## src/rtl/sump3_lb_bridge_pkg.sv

```systemverilog
// Shared definitions for the byte-stream to SUMP3 local-bus bridge:
// opcode values, opcode byte field positions and FSM state encoding.
package sump3_lb_bridge_pkg;

   localparam logic [1:0] OP_WR_CTRL = 2'd0;
   localparam logic [1:0] OP_WR_DATA = 2'd1;
   localparam logic [1:0] OP_RD_CTRL = 2'd2;
   localparam logic [1:0] OP_RD_DATA = 2'd3;

   localparam int unsigned OP_SEL_LO = 0;
   localparam int unsigned OP_SEL_HI = 1;
   localparam int unsigned OP_RSV_LO = 2;
   localparam int unsigned OP_RSV_HI = 3;
   localparam int unsigned OP_CNT_LO = 4;
   localparam int unsigned OP_CNT_HI = 7;

   typedef enum logic [2:0] {
      StIdle,
      StWrCollect,
      StWrStrobe,
      StRdStrobe,
      StRdWait,
      StRdSend
   } state_e;

   function automatic logic op_is_read(input logic [1:0] op);
      return (op == OP_RD_CTRL) || (op == OP_RD_DATA);
   endfunction

   function automatic logic op_is_data(input logic [1:0] op);
      return (op == OP_WR_DATA) || (op == OP_RD_DATA);
   endfunction

endpackage

```

## src/rtl/sump3_lb_bridge.sv

```systemverilog
// Byte-stream command decoder driving the SUMP3 local bus: burst writes from rx bytes,
// burst reads returned as tx bytes MSB first, with a read timeout that substitutes a marker.
module sump3_lb_bridge
   import sump3_lb_bridge_pkg::*;
#(
   parameter int unsigned rd_timeout   = 1024,
   parameter logic [31:0] timeout_word = 32'hDEADBEEF
) (
   input  logic        clk_lb,
   input  logic        reset_n,
   input  logic [7:0]  rx_byte,
   input  logic        rx_valid,
   output logic        rx_ready,
   output logic [7:0]  tx_byte,
   output logic        tx_valid,
   input  logic        tx_ready,
   output logic        lb_cs_ctrl,
   output logic        lb_cs_data,
   output logic        lb_wr,
   output logic        lb_rd,
   output logic [31:0] lb_wr_d,
   input  logic [31:0] lb_rd_d,
   input  logic        lb_rd_rdy,
   output logic        err_pulse
);

   localparam logic [15:0] TmoLast = 16'(rd_timeout - 1);

   state_e      state_q, state_d;
   logic [1:0]  op_q, op_d;
   logic [3:0]  wcnt_q, wcnt_d;
   logic [1:0]  bcnt_q, bcnt_d;
   logic [31:0] wr_word_q, wr_word_d;
   logic [31:0] rd_word_q, rd_word_d;
   logic [15:0] tmo_q, tmo_d;
   logic        err_q, err_d;
   logic        timeout_hit;

   always_ff @(posedge clk_lb or negedge reset_n) begin
      if (!reset_n) begin
         state_q   <= StIdle;
         op_q      <= 2'd0;
         wcnt_q    <= 4'd0;
         bcnt_q    <= 2'd0;
         wr_word_q <= 32'd0;
         rd_word_q <= 32'd0;
         tmo_q     <= 16'd0;
         err_q     <= 1'b0;
      end else begin
         state_q   <= state_d;
         op_q      <= op_d;
         wcnt_q    <= wcnt_d;
         bcnt_q    <= bcnt_d;
         wr_word_q <= wr_word_d;
         rd_word_q <= rd_word_d;
         tmo_q     <= tmo_d;
         err_q     <= err_d;
      end
   end

   always_comb begin
      state_d     = state_q;
      op_d        = op_q;
      wcnt_d      = wcnt_q;
      bcnt_d      = bcnt_q;
      wr_word_d   = wr_word_q;
      rd_word_d   = rd_word_q;
      tmo_d       = tmo_q;
      err_d       = 1'b0;
      timeout_hit = 1'b0;
      rx_ready    = 1'b0;
      tx_valid    = 1'b0;
      lb_wr       = 1'b0;
      lb_rd       = 1'b0;

      unique case (state_q)
         StIdle: begin
            rx_ready = 1'b1;
            if (rx_valid) begin
               if (rx_byte[OP_RSV_HI:OP_RSV_LO] != 2'b00) begin
                  err_d = 1'b1;
               end else begin
                  op_d    = rx_byte[OP_SEL_HI:OP_SEL_LO];
                  wcnt_d  = rx_byte[OP_CNT_HI:OP_CNT_LO];
                  bcnt_d  = 2'd0;
                  state_d = op_is_read(rx_byte[OP_SEL_HI:OP_SEL_LO]) ? StRdStrobe : StWrCollect;
               end
            end
         end
         StWrCollect: begin
            rx_ready = 1'b1;
            if (rx_valid) begin
               wr_word_d = {wr_word_q[23:0], rx_byte};
               bcnt_d    = bcnt_q + 2'd1;
               if (bcnt_q == 2'd3) begin
                  state_d = StWrStrobe;
               end
            end
         end
         StWrStrobe: begin
            lb_wr = 1'b1;
            if (wcnt_q == 4'd0) begin
               state_d = StIdle;
            end else begin
               wcnt_d  = wcnt_q - 4'd1;
               state_d = StWrCollect;
            end
         end
         StRdStrobe: begin
            lb_rd  = 1'b1;
            tmo_d  = 16'd0;
            bcnt_d = 2'd0;
            // A bus that answers in the strobe cycle itself skips the wait state.
            if (lb_rd_rdy) begin
               rd_word_d = lb_rd_d;
               state_d   = StRdSend;
            end else begin
               state_d = StRdWait;
            end
         end
         StRdWait: begin
            if (lb_rd_rdy) begin
               rd_word_d = lb_rd_d;
               state_d   = StRdSend;
            end else if (tmo_q == TmoLast) begin
               rd_word_d   = timeout_word;
               timeout_hit = 1'b1;
               state_d     = StRdSend;
            end else begin
               tmo_d = tmo_q + 16'd1;
            end
         end
         StRdSend: begin
            tx_valid = 1'b1;
            if (tx_ready) begin
               rd_word_d = {rd_word_q[23:0], 8'h00};
               bcnt_d    = bcnt_q + 2'd1;
               if (bcnt_q == 2'd3) begin
                  if (wcnt_q == 4'd0) begin
                     state_d = StIdle;
                  end else begin
                     wcnt_d  = wcnt_q - 4'd1;
                     state_d = StRdStrobe;
                  end
               end
            end
         end
         default: begin
            state_d = StIdle;
         end
      endcase
   end

   assign tx_byte    = rd_word_q[31:24];
   assign lb_wr_d    = wr_word_q;
   assign lb_cs_ctrl = (lb_wr | lb_rd) & ~op_is_data(op_q);
   assign lb_cs_data = (lb_wr | lb_rd) & op_is_data(op_q);
   // Bad-opcode errors are registered; the timeout pulse is raised in the expiring cycle.
   assign err_pulse  = err_q | timeout_hit;

endmodule

```

## config.mk

```make
export PLATFORM = sky130hd
export DESIGN_NAME = sump3_lb_bridge
export DESIGN_NICKNAME = d
export VERILOG_FILES = /design/src/rtl/sump3_lb_bridge_pkg.sv /design/src/rtl/sump3_lb_bridge.sv
export SDC_FILE = /design/constraint.sdc
export NUM_CORES = 1
export LEC_CHECK = 0
export ABC_AREA = 1
export CAP_MARGIN = 10
export CORE_MARGIN = 2
export CORE_UTILIZATION = 30
export DETAILED_ROUTE_END_ITERATION = 10
export PLACE_DENSITY = 0.55
export SYNTH_ARGS = -nofsm -noshare
export SYNTH_HDL_FRONTEND = slang
export SYNTH_SLANG_ARGS = --single-unit
export TNS_END_PERCENT = 5
```

## constraint.sdc

```tcl
create_clock -name clk_lb -period 3.9 [get_ports clk_lb]
set_clock_uncertainty 0.2 [all_clocks]
set_input_delay 0.78 -clock clk_lb [delete_from_list [all_inputs] [get_ports clk_lb]]
set_output_delay 0.78 -clock clk_lb [all_outputs]
set_load 0.02 [all_outputs]
```

Yosys cells after proc, flatten, opt, wreduce, memory -nomap -nowiden
Index checks and enable logic that the tools add are counted.
- register bits after elaboration: 92
- input bits: 45
- output and inout bits: 47
- word-level logic and storage cells: 97
- add/subtract/negate cells: 3
- eq/ne operators: 21
- mux-type cells: 42
- bitwise operators: 6
- reductions and logical operators: 17
- operators with widths (kind ; number):
    32-bit two-way mux ; 4
    32-bit one-hot mux with 3 select lines ; 1
    16-bit two-way mux ; 2
    16-bit one-hot mux with 2 select lines ; 1
    3-bit two-way mux ; 8
    4-bit two-way mux ; 5
    2-bit inequality test (second input constant) ; 9
    3-bit one-hot mux with 6 select lines ; 1
    16-bit by 1-bit adder with 16-bit output (second input constant) ; 1
    16-bit by 10-bit == test with 1-bit output (second input constant) ; 1
    1-bit two-way mux ; 12
    2-bit two-way mux ; 6
    4-bit one-hot mux with 3 select lines ; 1
    5-bit AND reduction ; 2
    2-bit == test (second input constant) ; 4
    2-bit one-hot mux with 4 select lines ; 1
    7-bit AND reduction ; 1
    3-bit by 2-bit == test with 1-bit output (second input constant) ; 2
    3-bit == test (second input constant) ; 2
    3-bit AND reduction ; 2
    3-bit nonzero test ; 2
    4-bit zero test ; 1
    4-bit AND reduction ; 1
    2-bit nonzero test ; 2
    other kinds (13) ; 17

Longest topological paths before layout
Gate-level depths: netlist of the first run.
- depth after elaboration: 6
- gate-level depth with buffers: 11
- mapped depth without buffers: 10

Least setup slack after synthesis of the first run
Ideal clock, no wire load.
- kind: input port to output port
- start point: in lb_rd_rdy
- end point: out err_pulse
- arrival time: 1.461 ns
- path slack: 1.459 ns
- stages: 3
- cells stage by stage: nor2_8 -> inv_1 -> o21bai_1
- longest elaborated chain between the ends: 3
- RTL lines (item ; RTL line ; source):
    from (decl) ; sump3_lb_bridge.sv:23 ; input logic lb_rd_rdy,
    1-bit two-way mux ; sump3_lb_bridge.sv:122 ; if (lb_rd_rdy) begin
    1-bit two-way mux ; sump3_lb_bridge.sv:76 ; unique case (state_q)
    1-bit OR ; sump3_lb_bridge.sv:159 ; assign err_pulse = err_q | timeout_hit;
    to (decl) ; sump3_lb_bridge.sv:24 ; output logic err_pulse
No other way between the ends.

Final worst setup path of the first run
Same ends and word-level chain as after synthesis.

==> results of run 1 <==
==> path summary, 6_finish.rpt <==
path                       slack, ps             to  cells after the start
min reg2reg                      270   rd_word_q[1]                      2
max in group asynchronous       2830    lb_wr_d[31]                      2
max                              340      err_pulse                      5
max reg2reg                     1510  rd_word_q[21]                     10
min                              250  rd_word_q[27]                      2
min in group clk_lb              270   rd_word_q[1]                      2
==> flip-flops by register name, indices dropped and copies added (netlist names) <==
signal and flops:
lb_wr_d 32, bcnt_q 2, op_q 1, tmo_q 16, wcnt_q 4, state_q 3
rd_word_q 32, err_q 1
==> power by group <==
part	total, uW	switching (uW)	internal, uW
clock	873	374	498
combinational	1750	971	780
sequential	1570	255	1320
total	4200	1600	2600
==> synth_stat cells, types with 5 or more instances <==
cell type  count  area share [%]
a21oi_1       11             1.1
buf_4         12             1.8
buf_6          8             1.8
dfrtp_1       91              46
inv_1         63             4.7
mux2_2        12             2.7
nand2_1      185              14
nand2_2       25             3.1
nand2_4        5             1.1
nand3_1       40             4.0
nand4_1        6            0.75
nor2_1        40             3.0
o21ai_0       32             3.2
o21ai_2       19             3.3
o21bai_1       5            0.75
or2_1         12             1.5
or2_2          5            0.63
xor2_1         7             1.2
==> logic make-up (layout without fill, tap and decap cells) <==
group,after synthesis,after routing,synth area share (%)
AND/OR/NAND/NOR,331,331,30.9
flip-flops,91,91,45.7
adder cells (fa/ha/maj),3,3,0.753
XOR/XNOR,7,7,1.23
multiplexers,12,12,2.71
buffers and inverters,96,176,9.46
AO/OA/AOI/OAI,72,72,9.24
==> cell type report <==
type	count	area, um^2	area share (%)
well taps	220	275	4.39
clock inverters	5	62.6	0.997
inverters	68	256	4.09
multi-input cells	425	2240	35.6
clock buffers	10	229	3.65
flip-flops and latches	91	2280	36.3
repair buffers	93	936	14.9
==> metal layers <==
layer	up-vias	GRT usage, %
li1	2057	-
met1	1841	17.0
met2	58	21.5
met3	10	3.95
met4	0	3.94
met5	-	0
==> through the flow <==
step	hold WS (ps)	instances
floorplan	234	612
global placement	248	897
detailed placement	255	897
CTS	272	912
global route	292	912
finish	252	912
==> metrics.txt, run 1 <==
outcome=complete, no violations; Pwr per Cell Area=669 nW/um^2; post-route ant nets=0; initial antenna violation count=0; crit-path leading delay family=buffers and inverters; Leak Pwr=0.00304 uW; die span in y=133 um; Least-Margin Pin Slew=881 ps; kind of critical path=primary input to output pin; Synth Instances=612; largest net degree at the start of global routing=92; commonest non-fill, non-tap cell in the layout=nand2_1; placed cell area=5980 um^2; Vias/cell=4.35; Hold/Removal Path Class=primary input to async pin; DRC=0; drt first-iter violations=214; vias in the first global route=3996; vias=3966; Post-Route WL=11.1 mm; commonest non-fill, non-tap cells in the layout=nand2_1 (185), dfrtp_1 (91), clkdlybuf4s50_1 (90); worst vdd ir=0.000376 V; pre-CTS setup slack=324 ps; postcts setup bufs=0; Yosys Warn Count=0; die area=17700 um^2; # Max-Cap Violations=0; Final Total Pwr=4200 uW; Netlist Area Pre-Place=4980 um^2; IO Count=92; Max stage delay on crit path=630 ps; GRT Overall Usage=13.2%; Avg WL per Cell=12.2 um; Final nets=736; syn nets=660; RR Startpoint=tmo_q[0]; EDFF count, synth=0; Final Hold Viols=0; fin util=38.2%; Distinct cells, synth=34; Data arrival, critical path=2580 ps; CP max FO=8; detailed-routed wire length on met3=580 um; Max Slew Vio Count=0; Mean Syn Cell Area=8.15 um^2; clock-pin transition on the worst setup and hold timing paths=70 ps; Initial Util=30.4%; # diodes=0; min cycle time layout=3560 ps; FILL cells=1657; Yosys reg bits=91; Post-CTS Resized=0; dpl hpwl=7.82 mm; first-pass GRT wire length=19.1 mm; CTS tree=built; hold_buf cts=0; total clock sinks=91; crit path max-delay cell type=clkdlybuf4s50_1; worst path required time=2920 ps; Site Rows=47; layout cell share with drive strength beyond 1=14.6%; cell with the most instances on the worst path=clkdlybuf4s50_1; clock buffer depth=2; H-tree levels=3; GR Overflow Total=0; DR top layer=met4; 1st-pass router iterations=4; fin area=6270 um^2; setup ws final=343 ps; Met2 Wirelength=5.18 mm; final setup fails=0; GP Congestion=0.827; max_slew headroom=41.0%; period utilisation layout=91.2%; final setup TNS=0 ps; total clock buffers created by CTS=9; unrepaired setup endpoints after global routing=false; P&R area growth vs syn=25.8%; input/output buffers=91; asr flop ratio synth=100%; Cell Chain, Critical Path=clkdlybuf4s50_1, nor2_8, inv_1, o21bai_1, clkdlybuf4s50_1; Max Freq=281 MHz; Worst-Skew Late Latency=340 ps; root buffer cell=clkbuf_16; Critical Path Start=lb_rd_rdy; Main synth FF type=dfrtp_1; Die Wd=133 um; Seq/Total Area, Yosys=45.7%; core box area=16400 um^2; Setup crit start kind=primary input; M1 wire length=5.28 mm; Buf+Inv Stages, Crit Path=3; kind of end point of the critical path=output pin
No activity file was read; power rests on OpenSTA's default activity.
==> inputs of run 2 (changes only) <==
- CORE_ASPECT_RATIO: unset -> 0.75
==> run 2 against run 1 <==
Effect of this change: clock-buffer cell count decreased by 1; global-route usage is 0.58 points higher; sequential power is essentially flat; register-to-register slack worse by 120 ps; via count rose by 1.8%; clock power decreased by 2%; non-clock buffer count unchanged; cell count down 0.99%; total power hardly changed; sequential share of layout area up 0.13 points; critical path type unchanged; largest power group unchanged.
==> metrics.txt, run 2 (same netlist as run 1, synthesis figures left out) <==
Cell Chain, Critical Path=clkdlybuf4s50_1, nor2_8, inv_1, o21bai_1, clkdlybuf4s50_1; switching pwr=1660 uW (+3.4%); H-tree levels=3 (unchanged); Worst-Skew Late Latency=350 ps (about the same); initial antenna violation count=0 (unchanged); Least-Margin Pin Slew=881 ps (-0.580 ps); die span in y=116 um (-13%); Initial Util=30.9% (+0.55 points); vias=4038 (+1.8%); final setup fails=0 (unchanged); hold_buf cts=0 (unchanged); Site Rows=40 (-15%); Setup crit start kind=primary input; Hold/Removal Path Class=primary input to async pin; commonest non-fill, non-tap cell in the layout=nand2_1; outcome=complete, no violations; register share of total power=37.6% (about the same); clock power share=20.4% (-0.4 points); Buf+Inv Stages, Crit Path=3 (unchanged); clock buffer depth=2 (unchanged); Final nets=736 (unchanged); total clock sinks=91 (unchanged); commonest non-fill, non-tap cells in the layout=nand2_1 (185), dfrtp_1 (91), clkdlybuf4s50_1 (90); Avg WL per Cell=13.1 um (+7.2%); Pwr per Cell Area=671 nW/um^2 (+0.31%); total clock buffers created by CTS=9 (unchanged); root buffer cell=clkbuf_16; FILL cells=1672 (+0.91%); drt first-iter violations=212 (-0.93%); Post-CTS Resized=0 (unchanged); core box area=16100 um^2 (-1.8%); CTS tree=built; Max Slew Vio Count=0 (unchanged); Vias/cell=4.47 (+2.8%); Max Freq=294 MHz (+4.7%); # diodes=0 (unchanged); die area=17700 um^2 (about the same); min cycle time layout=3400 ps (-161 ps); Final Hold Viols=0 (unchanged); final setup TNS=0 ps (unchanged); Post-Route WL=11.8 mm (+6.1%); input/output buffers=91 (unchanged); 1st-pass router iterations=4 (unchanged); postcts setup bufs=0 (unchanged); kind of end point of the critical path=output pin; GR Overflow Total=0 (unchanged); largest net degree at the start of global routing=92 (unchanged); vias in the first global route=3845 (-3.8%); kind of critical path=primary input to output pin; DRC=0 (unchanged); crit path max-delay cell type=clkdlybuf4s50_1; unrepaired setup endpoints after global routing=false; Max stage delay on crit path=630 ps (about the same); first-pass GRT wire length=19.6 mm (+2.7%); worst path required time=2920 ps (about the same); post-route ant nets=0 (unchanged); internal cell power=2540 uW (-2.2%); Sw Share=39.4% (+1.3 points); dpl hpwl=8.26 mm (+5.6%); P&R area growth vs syn=25.4%; layout cell share with drive strength beyond 1=14.9% (+0.27 points); worst vdd ir=0.000430 V (+14%); period utilisation layout=87.1% (-4.1 points); max_slew headroom=41.1% (about the same); clock-pin transition on the worst setup and hold timing paths=70 ps (about the same); cell with the most instances on the worst path=clkdlybuf4s50_1; CP max FO=6 (-2); # Max-Cap Violations=0 (unchanged); GP Congestion=0.887 (+7.3%); Data arrival, critical path=2420 ps (-160 ps); Gate power share=42.0% (+0.3 points); Leak Pwr=0.00304 uW (+0.20%); IO Count=92 (unchanged); GRT Overall Usage=13.8% (+0.58 points); Final Total Pwr=4200 uW (about the same); crit-path leading delay family=buffers and inverters; Die Wd=153 um (+15%)
[run 2: cell types whose count changed in the layout (fill, tap and decap cells not counted)]
cell / previous run / this run
inv_8: 0 / 1
inv_6: 2 / 4
clkbuf_1: 1 / 0
clkinvlp_4: 2 / 0
clkinv_2: 1 / 3
bufinv_16: 1 / 0
[run 2: cell type report]
| type | instances | area, um^2 | area share, % |
|---|---|---|---|
| clock buffers | 9 | 225 | 3.60 |
| multi-input cells | 425 | 2240 | 35.8 |
| repair buffers | 93 | 936 | 15.0 |
| flip-flops and latches | 91 | 2280 | 36.4 |
| well taps | 210 | 263 | 4.20 |
| clock inverters | 7 | 56.3 | 0.901 |
| inverters | 68 | 256 | 4.10 |
[run 2: metal layers]
metal	GRT usage, %	vias up	wire length (um)
li1	-	2059	-
met1	19.2	1888	5950
met2	21.0	81	5200
met3	3.66	10	519
met4	4.75	0	150
met5	0	-	0
[run 2: metrics by stage]
stage / util (%) / setup WS, ps / instances / area, um^2 / hold slack, ps
after floorplan: - / 1460 / 612 / 4980 / 234
after global placement: 37.0 / 503 / 887 / 5970 / 250
after detailed placement: 37.0 / 485 / 887 / 5970 / 256
after CTS: 38.8 / 483 / 903 / 6250 / 271
after global routing: 38.8 / 348 / 903 / 6250 / 287
final: 38.8 / 504 / 903 / 6250 / 220
[run 2: power by group through the flow]
stage	logic [uW]	registers (uW)	clock network (uW)
after detailed placement	1780	1590	0
final	1760	1580	858
after global placement	1750	1580	0
after CTS	1780	1580	885
after floorplan	1010	1730	0
after global routing	1950	1630	934
[run 2: worst paths after layout]
check / startpoint / end / slack (ps) / depth (start not counted)
max in group asynchronous: reset_n / bcnt_q[1] / 2810 / 2
worst max register to register: state_q[2] / rd_word_q[19] / 1390 / 8
worst min register to register: rd_word_q[7] / rd_word_q[7] / 270 / 2
min in group clk_lb: rd_word_q[7] / rd_word_q[7] / 270 / 2
worst min-delay path: reset_n / rd_word_q[27] / 220 / 2
worst max-delay path: lb_rd_rdy / err_pulse / 500 / 5
